**src/rtl/imm_narrower.sv**
```systemverilog
// Narrows a 32-bit value into the 16/22/12/18-bit immediate field picked by selectSize,
// queues the result in a small FIFO and keeps overflow statistics for non-fitting values.
module imm_narrower #(
  parameter int DEPTH    = 2,
  parameter int SATURATE = 0,
  parameter int CNT_W    = 8
) (
  input  logic             clock,
  input  logic             reset,
  input  logic             in_valid,
  output logic             in_ready,
  input  logic [1:0]       selectSize,
  input  logic [31:0]      value32,
  output logic             out_valid,
  input  logic             out_ready,
  output logic [21:0]      out_field,
  output logic [1:0]       out_size,
  output logic             out_fits,
  input  logic             clr_stats,
  output logic [CNT_W-1:0] ovf_count,
  output logic             ovf_sticky
);

  localparam int AW = (DEPTH > 1) ? $clog2(DEPTH) : 1;
  localparam int CW = $clog2(DEPTH) + 1;
  localparam logic [CW-1:0] DEPTH_C = CW'(DEPTH);

  logic [31:0]   mask;
  logic          fits;
  logic [21:0]   field;
  logic [24:0]   mem [DEPTH];
  logic [AW-1:0] wr_ptr;
  logic [AW-1:0] rd_ptr;
  logic [CW-1:0] count;
  logic          push;
  logic          pop;
  logic [24:0]   head;

  // Field mask doubles as the saturation value: bits above the field stay zero.
  always_comb begin
    mask = 32'h0000_FFFF;
    case (selectSize)
      2'b00: mask = 32'h0000_FFFF;
      2'b01: mask = 32'h003F_FFFF;
      2'b10: mask = 32'h0000_0FFF;
      2'b11: mask = 32'h0003_FFFF;
      default: mask = 32'h0000_FFFF;
    endcase
    fits  = (value32 & ~mask) == 32'h0;
    field = ((SATURATE != 0) && !fits) ? mask[21:0] : (value32[21:0] & mask[21:0]);
  end

  assign in_ready  = count < DEPTH_C;
  assign out_valid = count != '0;
  assign push      = in_valid && in_ready;
  assign pop       = out_valid && out_ready;
  assign head      = mem[rd_ptr];

  // Head is masked while empty so stale entries never show after draining.
  assign out_field = out_valid ? head[21:0]  : 22'h0;
  assign out_fits  = out_valid ? head[22]    : 1'b0;
  assign out_size  = out_valid ? head[24:23] : 2'b00;

  always_ff @(posedge clock or negedge reset) begin
    if (!reset) begin
      for (int i = 0; i < DEPTH; i++) mem[i] <= '0;
      wr_ptr <= '0;
      rd_ptr <= '0;
      count  <= '0;
    end else begin
      if (push) begin
        mem[wr_ptr] <= {selectSize, fits, field};
        wr_ptr      <= wr_ptr + AW'(1);
      end
      if (pop) rd_ptr <= rd_ptr + AW'(1);
      case ({push, pop})
        2'b10:   count <= count + CW'(1);
        2'b01:   count <= count - CW'(1);
        default: count <= count;
      endcase
    end
  end

  // A clear in the same cycle as a non-fitting accept wins over counting it.
  always_ff @(posedge clock or negedge reset) begin
    if (!reset) begin
      ovf_count  <= '0;
      ovf_sticky <= 1'b0;
    end else if (clr_stats) begin
      ovf_count  <= '0;
      ovf_sticky <= 1'b0;
    end else if (push && !fits) begin
      if (ovf_count != {CNT_W{1'b1}}) ovf_count <= ovf_count + CNT_W'(1);
      ovf_sticky <= 1'b1;
    end
  end

endmodule

```
**config.mk**
```make
export PLATFORM = sky130hd
export DESIGN_NAME = imm_narrower
export DESIGN_NICKNAME = d
export VERILOG_FILES = /design/src/rtl/imm_narrower.sv
export SDC_FILE = /design/constraint.sdc
export NUM_CORES = 1
export LEC_CHECK = 0
export ABC_AREA = 1
export BUFFER_PORTS_ARGS = -buffer_cell sky130_fd_sc_hd__buf_4
export CAP_MARGIN = 20
export CORE_AREA = 4 4 81 83
export DETAILED_ROUTE_END_ITERATION = 10
export DIE_AREA = 0 0 85 87
export PLACE_DENSITY = 0.78
export SLEW_MARGIN = 10
export SYNTH_ARGS = -nofsm -noshare
export SYNTH_HDL_FRONTEND = slang
export SYNTH_SLANG_ARGS = --single-unit
```
**constraint.sdc**
```tcl
create_clock -name clock -period 1.8 [get_ports clock]
set_input_delay 0.36 -clock clock [delete_from_list [all_inputs] [get_ports clock]]
set_output_delay 0.36 -clock clock [all_outputs]
set_load 0.02 [all_outputs]
```
# ---- Word level (Yosys, flattened, before mapping)
# Cells that the tools add are included.
dict set report totals {
  mem_bits_rw 0
  input_bits 39
  mem_bits_ro 0
  ff_bits 63
  wordCells 55
  n_memories 0
  latch_bits 0
  out_inout_bits 36
}
dict set report op_classes {
  bitwise 5
  shifts 0
  n_reduce_logical 12
  div 0
  n_lt_le_gt_ge 4
  multipliers 0
  mux 16
  n_eq_ne 6
  add_sub_neg 5
}
# operator n
set op_table {}
lappend op_table {{32-bit one-hot mux with 4 select lines} 1}
lappend op_table {{25-bit 2-to-1 mux} 4}
lappend op_table {{50-bit bitwise mux} 1}
lappend op_table {{32-bit AND} 1}
lappend op_table {{32-bit zero test} 1}
lappend op_table {{32-bit inverter} 1}
lappend op_table {{25-bit demux with 1-bit select} 1}
lappend op_table {{8-bit 2-to-1 mux} 3}
lappend op_table {{22-bit AND} 1}
lappend op_table {{22-bit 2-to-1 mux} 1}
lappend op_table {{8-bit by 1-bit adder with 8-bit output (second input constant)} 1}
lappend op_table {{8-bit inequality test (second input constant)} 1}
lappend op_table {{2-bit nonzero test} 4}
lappend op_table {{2-bit equality test (second input constant)} 3}
lappend op_table {{2-bit by 1-bit equality test with 1-bit output (second input constant)} 2}
lappend op_table {{2-bit greater-or-equal comparator (second input constant)} 2}
lappend op_table {{1-bit logical AND} 4}
lappend op_table {{1-bit inverter with 2-bit output} 2}
lappend op_table {{2-bit one-hot mux with 2 select lines} 1}
lappend op_table {{1-bit 2-to-1 mux} 3}
lappend op_table {{1-bit adder (second input constant)} 2}
lappend op_table {{2-bit by 1-bit adder with 2-bit output (second input constant)} 1}
lappend op_table {{2-bit zero test} 1}
lappend op_table {{2-bit by 1-bit < comparator with 1-bit output (second input constant)} 1}
lappend op_table {{other kinds (5)} 5}

# ---- Depth between registers and ports, before layout
# Gate-level depths: netlist (run 1).
dict set report logic_depth {
  word_depth 9
  depth_mapped 10
  ltp_nobuf 10
}

# ---- Least setup slack after synthesis (run 1)
# Ideal clock, no wire load.
dict set report synth_path {
  kind {register -> output}
  start {reg rd_ptr}
  end {out out_field[0]}
  required_time_ns 1.440
  slack_ns 0.294
  path_buffers 1
  arrival_ns 1.146
  stages_incl_launch_ff 5
  cell_sequence {dfrtp_1 > inv_1 > clkbuf_1 > nand2_1 > a21oi_1}
}
dict set report synth_between {
  elab_chain_cells 5
}
# item line_no
set synth_lines {}
lappend synth_lines {{from (decl)} 33} ;# logic [AW-1:0] rd_ptr;
lappend synth_lines {{from (signal assigned)} 75} ;# if (pop) rd_ptr <= rd_ptr + AW'(1);
lappend synth_lines {{1-bit inverter with 2-bit output (implied by the code)} 57} ;# assign head = mem[rd_ptr];
lappend synth_lines {{25-bit 2-to-1 mux (implied by the code) (3 in series)} 57}
lappend synth_lines {{22-bit 2-to-1 mux} 60} ;# assign out_field = out_valid ? head[21:0] : 22'h0;
lappend synth_lines {{to (decl)} 16} ;# output logic [21:0] out_field,
# No other way between the ends. The select of a mux whose other input is x is not followed.

# ---- Final worst setup path (run 1)
dict set report layout_path {
  start {reg rd_ptr}
  end {out out_field[15]}
}
# Same word-level chain as after synthesis.

==> summary.txt, run 1 <==
Die
  – Die height: 87 um
  – Initial Utilization: 0.523
  – Die Area: 0.00740 mm2
  – Die X: 85 um
  – I/O pins: 75
  – Core Area: 0.00585 mm2
  – Standard-cell row count: 28

Timing
  – Relative slew slack: 0.589
  – Final Cycle Share: 0.975
  – Final setup skew: 7.27 ps
  – Final Hold Fails: 0
  – RSZ-0062 raised after global routing: yes
  – Min Hold Slack: 261 ps
  – Final min period: 1750 ps
  – Worst Tran Pin Value: 616 ps
  – Slew Limit Fails: 0
  – Peak Freq: 0.570 GHz
  – Finish-stage setup viols: 0

Min path
  – Destination of the worst hold path: ovf_sticky
  – Hold Path Origin: clr_stats
  – Hold Crit Class: in2reg
  – Hold Path Cell Cnt: 2

Status
  – Status: completed

Global route
  – Antenna violations before repair: 0
  – First-pass GRT wire length: 12600 um
  – Overall Global Routing Usage: 0.215
  – Grt met1 use: 0.271
  – Congestion Overflow GR: 0
  – Global route hottest layer: met2
  – GR Util met3: 0.0492
  – Met2 GRT Util: 0.352
  – Largest net degree at the start of global routing: 43
  – Number of global-route vias before repair: 2846

Pwr
  – Worst IR Drop VDD: 0.000884 V
  – Leakage: 0.00206 uW
  – Power Dens Cells: 1690 mW/mm2

Worst setup path
  – Setup crit end kind: output port
  – CP Data Required Time: 1440 ps
  – Top Family by Delay on Critical Path: buffers and inverters
  – R2R Path Start: count[1]
  – R2r worst-path depth: 6
  – CP Launch Type: register
  – CP Buf/Inv Count: 3
  – R2R Setup Slk: 270 ps
  – Crit-path slowest cell: dfrtp_1
  – WS Path Type: reg2out
  – Worst path cell trace: inv_2, clkbuf_16, nand2_2, a21oi_2, buf_4
  – Crit path DAT: 1390 ps
  – Max stage delay on crit path: 410 ps
  – Crit-path max FO: 8
  – RR Endpoint: mem[10]

Clock tree
  – CTS tree: yes
  – Worst-skew pair later-pin latency: 340 ps
  – Clk root buf: clkbuf_8
  – Clock tree buffer depth: 2
  – # clock sinks: 63
  – Post-CTS Setup Repair Bufs: 0
  – H-tree depth: 3
  – TritonCTS Buffers: 9
  – Clock-pin slew on the worst setup and hold paths: 70 ps

Layout
  – Non-filler cells, final: 549
  – Diode count: 0
  – Area Overhead vs Synth: 32.2%
  – Share of layout cells above drive strength 1: 0.278
  – Final Core Density: 0.691
  – Nets@finish: 510

Synthesis
  – EDFF count, synth: 0
  – Synth area leaders: dfrtp_1, nand2_1, o21ai_0
  – Mapped Nets: 433
  – Mapped Cells: 392
  – Yosys reg bits: 63
  – Largest area contributor in the netlist: dfrtp_1
  – Syn avg cell area: 7.80 um2
  – Top_reg_cell synth: dfrtp_1
  – Post-synth top cells: nand2_1, dfrtp_1, o21ai_0, inv_1, a21oi_1
  – Mapped Area: 0.00306 mm2
  – Post-synthesis cell type count: 24
  – Count leader, synth: nand2_1
  – Share of the synthesized area in the top cell type: 0.516
  – Async SR Flop Fraction: 1.00
  – Synthesis Warnings: 0
  – Register area share after synthesis: 0.516

Placement
  – # placed instances: 531
  – DPL Wire Length: 5120 um
  – GP Congestion: 0.815
  – IO buf count: 74

Detailed routing
  – Post-route ant nets: 0
  – Via Count: 2799
  – # DRC: 0
  – Vias per cell: 5.10
  – WL final: 7420 um
  – 1st-iter DRT viols: 154
  – TritonRoute pass-1 iters: 4
  – Avg WL per Cell: 13.5 um

Flow run
  – Max Cap Viol: 0
[power breakdown]
group	switching (uW)	leakage [uW]	internal (uW)
registers	339	0.000810	1980
logic	1930	0.00116	1350
clock network	559	0.0000981	669
total	2830	0.00206	4000
[state kept, by name, indices dropped and copies added, names as in the netlist]
register,count
count,2
mem,50
ovf_count,8
ovf_sticky,1
rd_ptr,1
wr_ptr,1
[logic make-up after synthesis]
kind of cell	Yosys count	synth area share
compound gates	81	0.133
fa+ha+maj	2	0.00818
flops	63	0.516
buf+inv	55	0.0749
simple gates	184	0.248
xor+xnor	7	0.0200
[metal layers]
metal | share of wire | wire [um]
met3 | 0.060 | 446
met1 | 0.42 | 3140
met5 | 0 | 0
met4 | 0.015 | 114
met2 | 0.50 | 3710
[layout by cell type, fill, tap and decap left out, types with 3 or more instances in the layout]
master    Yosys  routed
inv_2         5       7
a21oi_1      28      14
buf_6         2       5
nand3_1      11      11
buf_12        0       3
clkinv_2      0       3
a21oi_2       0      14
clkbuf_8      0      10
o21ai_0      49      49
buf_4         1      72
xor2_1        5       5
nand2_2       2       6
nand2_1     138     134
inv_1        32      30
o21ai_1       3       3
nor2_1       25      24
dfrtp_1      63      62
nor2_4        2       3
[per-stage QoR]
stage	worst slack [ps]	area (um2)	setup TNS (ps)	power [uW]
3_3_place_gp	302	3700	0	5220
2_1_floorplan	294	3060	0	4140
3_5_place_dp	269	3700	0	5310
4_1_cts	11.0	3920	0	6570
6_report	45.7	4040	0	6830
5_1_grt	-36.2	4040	-219	7370
[final cells by class]
type,count,area (um2)
multi-input combinational,274,1320
inverter,38,143
clock buffer,10,138
clock inverter,6,60.1
sequential,63,1580
tap,75,93.8
timing repair buffer,83,707
fill,493,1810
[timing repair]
action	4_1_cts	5_1_grt
resized for setup	2	30
hold endpoints to repair	27	0
pin swaps	0	3
cloned	0	1
hold buffers	1	0
setup endpoints to repair	20	25
[worst max-delay path by stage]
| stage | start | end | slack, ps | cells after the start |
|---|---|---|---|---|
| after floorplan | rd_ptr | out_field[0] | 290 | 4 |
| after global placement | selectSize[1] | ovf_count[0] | 300 | 11 |
| after detailed placement | selectSize[1] | ovf_count[0] | 270 | 11 |
| after CTS | rd_ptr | out_field[15] | 10 | 5 |
| after global routing | rd_ptr | out_field[10] | -40 | 5 |
| final | rd_ptr | out_field[15] | 50 | 5 |
No activity file was read; power rests on OpenSTA's default activity.
==> inputs of run 2 (changes only) <==
--- a/config.mk
+++ b/config.mk
@@ -8,10 +8,10 @@
 export ABC_AREA = 1
 export BUFFER_PORTS_ARGS = -buffer_cell sky130_fd_sc_hd__buf_4
 export CAP_MARGIN = 20
-export CORE_AREA = 4 4 81 83
+export CORE_AREA = 4 4 80 82
 export DETAILED_ROUTE_END_ITERATION = 10
-export DIE_AREA = 0 0 85 87
-export PLACE_DENSITY = 0.78
+export DIE_AREA = 0 0 84 86
+export PLACE_DENSITY = 0.8
 export SLEW_MARGIN = 10
 export SYNTH_ARGS = -nofsm -noshare
 export SYNTH_HDL_FRONTEND = slang
==> constraint.sdc (replaced) <==
create_clock -name clock -period 2.25 [get_ports clock]
set_input_delay 0.45 -clock clock [delete_from_list [all_inputs] [get_ports clock]]
set_output_delay 0.45 -clock clock [all_outputs]
set_load 0.02 [all_outputs]
==> summary.txt, run 2 (synthesis gave the netlist of run 1 again) <==
Clock tree
  – Post-cts hold buffer count: 0
  – TritonCTS Buffers: 9
  – CTS tree: yes
  – Clock-pin slew on the worst setup and hold paths: 70 ps
  – Clock tree buffer depth: 2
  – Clk root buf: clkbuf_8
  – H-tree depth: 3
  – Worst-skew pair later-pin latency: 330 ps
  – # clock sinks: 63
  – Post-CTS Resized: 0
  – Post-CTS Setup Repair Bufs: 0

Global route
  – Largest net degree at the start of global routing: 64
  – Congestion Overflow GR: 0
  – Antenna violations before repair: 0
  – Number of global-route vias before repair: 2583
  – Overall Global Routing Usage: 0.207
  – First-pass GRT wire length: 12000 um

Worst setup path
  – Max stage delay on crit path: 460 ps
  – WS Path Type: reg2out
  – Crit-path max FO: 21
  – CP Launch Type: register
  – Crit path DAT: 1560 ps
  – Crit path top cell by count: buf_4
  – Crit-path slowest cell: dfrtp_1
  – Setup crit end kind: output port
  – CP Buf/Inv Count: 3
  – CP Data Required Time: 1800 ps
  – Worst path cell trace: inv_1, buf_4, nand2_1, a21oi_1, buf_4
  – Top Family by Delay on Critical Path: buffers and inverters

Min path
  – Hold Crit Class: in2async

Pwr
  – Leakage: 0.00202 uW
  – Power Dens Cells: 1330 mW/mm2
  – Worst IR Drop VDD: 0.000760 V

Timing
  – Setup_tns: 0 ps
  – Final Hold Fails: 0
  – Relative slew slack: 0.483
  – Peak Freq: 0.497 GHz
  – Finish-stage setup viols: 0
  – Worst Tran Pin Value: 776 ps
  – RSZ-0062 raised after global routing: no
  – Final Cycle Share: 0.894
  – Final setup skew: 7.37 ps
  – Slew Limit Fails: 0
  – Final min period: 2010 ps

Detailed routing
  – # DRC: 0
  – Post-route ant nets: 0
  – Vias per cell: 5.00
  – Via Count: 2727
  – Avg WL per Cell: 12.6 um
  – WL final: 6880 um
  – TritonRoute pass-1 iters: 5
  – 1st-iter DRT viols: 146

Flow run
  – Max Cap Viol: 0

Layout
  – Largest registers: mem: 50 flops, ovf_count: 8 flops, count: 2 flops
  – Fin area: 0.00387 mm2
  – Diode count: 0
  – Share of layout cells above drive strength 1: 0.230
  – Nets@finish: 506
  – Commonest non-fill, non-tap cells in the layout: nand2_1, buf_4, dfrtp_1
  – Final Core Density: 0.674
  – Commonest non-fill, non-tap cell in the layout: nand2_1
  – Non-filler cells, final: 545
  – Most flops, register: mem
  – Area Overhead vs Synth: 26.6%
  – Max reg flops: 50

Die
  – Die X: 84 um
  – Standard-cell row count: 28
  – Initial Utilization: 0.532
  – I/O pins: 75
  – Core Area: 0.00575 mm2
  – Die height: 86 um
  – Die Area: 0.00722 mm2

Placement
  – IO buf count: 74
  – Area post-placement: 0.00367 mm2
  – GP Congestion: 0.806
  – DPL Wire Length: 4660 um
  – # placed instances: 529

Status
  – Status: completed
[run 2: layer usage]
| metal | up-vias | GRT usage | part of all wire |
|---|---|---|---|
| met4 | 0 | 0.0950 | 0.010 |
| met3 | 7 | 0.0442 | 0.070 |
| met5 | - | 0 | 0 |
| met2 | 91 | 0.326 | 0.47 |
| li1 | 1378 | - | - |
| met1 | 1251 | 0.277 | 0.45 |
[run 2: worst paths after layout]
kind	from	end	slack, ps	cells past startpoint
max	rd_ptr	out_field[13]	240	5
min	reset	mem[11]	190	1
max reg2reg	count[0]	count[1]	780	6
min reg2reg	mem[45]	mem[45]	470	2
max in group asynchronous	reset	mem[7]	1550	1
min in group clock	clr_stats	ovf_sticky	350	2
[run 2: final cells by class]
class | instances | area, um2
clock buffer | 10 | 138
clock inverter | 6 | 60.1
fill | 485 | 1870
inverter | 38 | 143
multi-input combinational | 274 | 1250
sequential | 63 | 1580
tap | 75 | 93.8
timing repair buffer | 79 | 606
[run 2: report_power, final]
part / internal (uW) / switching [uW] / leakage [uW]
Sequential: 1590 / 264 / 0.000811
Clock: 535 / 440 / 0.0000981
Combinational: 909 / 1400 / 0.00111
[run 2: metrics by stage]
step / hold WS [ps] / power (uW) / setup WS (ps)
3_5_place_dp: 461 / 4190 / 609
5_1_grt: 253 / 5550 / 116
4_1_cts: 206 / 5190 / 224
3_3_place_gp: 449 / 4130 / 646
6_report: 187 / 5130 / 238
2_1_floorplan: 154 / 3310 / 654
==> inputs of run 3 (changes only) <==
--- a/config.mk
+++ b/config.mk
@@ -12,6 +12,7 @@
 export DETAILED_ROUTE_END_ITERATION = 10
 export DIE_AREA = 0 0 84 86
 export PLACE_DENSITY = 0.8
+export RECOVER_POWER = 100
 export SLEW_MARGIN = 10
 export SYNTH_ARGS = -nofsm -noshare
 export SYNTH_HDL_FRONTEND = slang
==> summary.txt, run 3 (synthesis gave the netlist of run 1 again) <==
Status
  – Status: finished with violations
  – Failing checks: capacitance limit, slew limit

Layout
  – Largest registers: mem: 50 flops, ovf_count: 8 flops, count: 2 flops
  – Most flops, register: mem
  – Nets@finish: 506
  – Share of layout cells above drive strength 1: 0.162
  – Fin area: 0.00373 mm2
  – Max reg flops: 50
  – Area Overhead vs Synth: 21.8%
  – Diode count: 0
  – Commonest non-fill, non-tap cells in the layout: nand2_1, dfrtp_1, o21ai_0
  – Commonest non-fill, non-tap cell in the layout: nand2_1

Global route
  – GR Util met3: 0.0442
  – Global route hottest layer: met2
  – Congestion Overflow GR: 0
  – Antenna violations before repair: 0
  – Number of global-route vias before repair: 2583
  – Largest net degree at the start of global routing: 64
  – First-pass GRT wire length: 12000 um
  – Grt met1 use: 0.277
  – Met2 GRT Util: 0.326
  – Overall Global Routing Usage: 0.207

Pwr
  – Seq pwr share: 0.375
  – Clock network power share: 0.198
  – Leakage: 0.00191 uW
  – Power Dens Cells: 1320 mW/mm2
  – Comb pwr share: 0.428
  – Worst IR Drop VDD: 0.000710 V
  – Internal: 2840 uW
  – Switching share of power: 0.421
  – Switching pwr: 2070 uW

Detailed routing
  – Post-route ant nets: 0
  – WL final: 6850 um
  – # DRC: 0
  – TritonRoute pass-1 iters: 4
  – Avg WL per Cell: 12.6 um
  – 1st-iter DRT viols: 164
  – Vias per cell: 5.02
  – Via Count: 2735

Worst setup path
  – CP Data Required Time: 1800 ps
  – CP Capture Point: out_field[6]
  – RR Endpoint: mem[13]
  – R2R Path Start: count[1]
  – R2R Setup Slk: 430 ps
  – CP Launch Type: register
  – R2r worst-path depth: 6
  – Crit path DAT: 1600 ps
  – Crit-path max FO: 21
  – WS Path Type: reg2out
  – Setup crit start: rd_ptr
  – Setup crit end kind: output port

Timing
  – Final setup skew: 6.64 ps
  – Relative slew slack: -0.0175
  – Peak Freq: 0.487 GHz
  – Final min period: 2050 ps
  – Slew Limit Fails: 64
  – Setup WS post-layout: 196 ps
  – Setup_tns: 0 ps
  – RSZ-0062 raised after global routing: no
  – Finish-stage setup viols: 0
  – Final Cycle Share: 0.913
  – Final Hold Fails: 0
  – Worst Tran Pin Value: 1530 ps

Die
  – Die Area: 0.00722 mm2
  – Die X: 84 um
  – I/O pins: 75
  – Die height: 86 um
  – Standard-cell row count: 28
  – Initial Utilization: 0.532
  – Core Area: 0.00575 mm2

Clock tree
  – Post-CTS Setup Repair Bufs: 0
  – Clock-pin slew on the worst setup and hold paths: 70 ps
  – Post-CTS Resized: 0
  – Post-cts hold buffer count: 0
  – H-tree depth: 3
  – # clock sinks: 63
  – Clk root buf: clkbuf_8
  – CTS tree: yes
  – TritonCTS Buffers: 9
  – Worst-skew pair later-pin latency: 330 ps
  – Clock tree buffer depth: 2

Placement
  – Area post-placement: 0.00367 mm2
  – IO buf count: 74
  – Post-placement worst setup slack: 609 ps
  – DPL Wire Length: 4660 um
  – GP Congestion: 0.806

Min path
  – Hold Crit Class: in2reg

Flow run
  – Max Cap Viol: 1
-- run 3: cell count changes in the layout (fill, tap and decap cells not counted), moves of 2 or more --
cell      previous run  this run
buf_4               78        48
clkbuf_1             0        24
clkbuf_2             0         6
nor2_1              24        27
o21ai_0             49        52
o21ai_1              3         0
inv_1               32        34
inv_2                5         3
nand2_1            138       140
nor2_4               2         0
-- run 3: layout make-up --
class	count	area, um2
fillers	518	2020
flip-flops and latches	63	1580
multi-input cells	274	1210
repair buffers	79	500
inverters	38	143
clock buffers	10	138
well taps	75	93.8
clock inverters	6	60.1
-- run 3: power by group through the flow --
stage          registers (uW)  clock network, uW  logic [uW]
5_1_grt                  1900               1050        2360
3_5_place_dp             1860                  0        2320
4_1_cts                  1850               1010        2340
2_1_floorplan            1820                  0        1490
6_report                 1840                970        2100
3_3_place_gp             1850                  0        2270
-- run 3: worst max-delay path: stages (launching register included) --
cell,delay (ps)
dfrtp_1,460
inv_1,80
buf_4,250
nand2_1,80
a21oi_1,140
clkbuf_1,250
-- run 3: metal layers --
layer  wire length (um)  part of all wire
met1               3080              0.45
met2               3220              0.47
met3                503             0.073
met4                 51            0.0074
met5                  0                 0
-- run 3: worst min path at each step --
stage               startpoint         end  slack (ps)  depth (start not counted)
floorplan                reset    count[0]         150                          0
global route         clr_stats  ovf_sticky         360                          2
finish               clr_stats  ovf_sticky         350                          2
CTS                      reset     mem[11]         210                          1
global placement       mem[44]     mem[44]         450                          2
detailed placement     mem[45]     mem[45]         460                          2
-- run 3: through the flow --
step                      power, uW  hold slack (ps)  cells  utilization
final                          4900              352    545        0.649
after detailed placement       4190              461    529        0.639
after floorplan                3310              154    392            -
after global routing           5320              362    545        0.649
after global placement         4130              449    529        0.639
after CTS                      5190              206    545        0.674
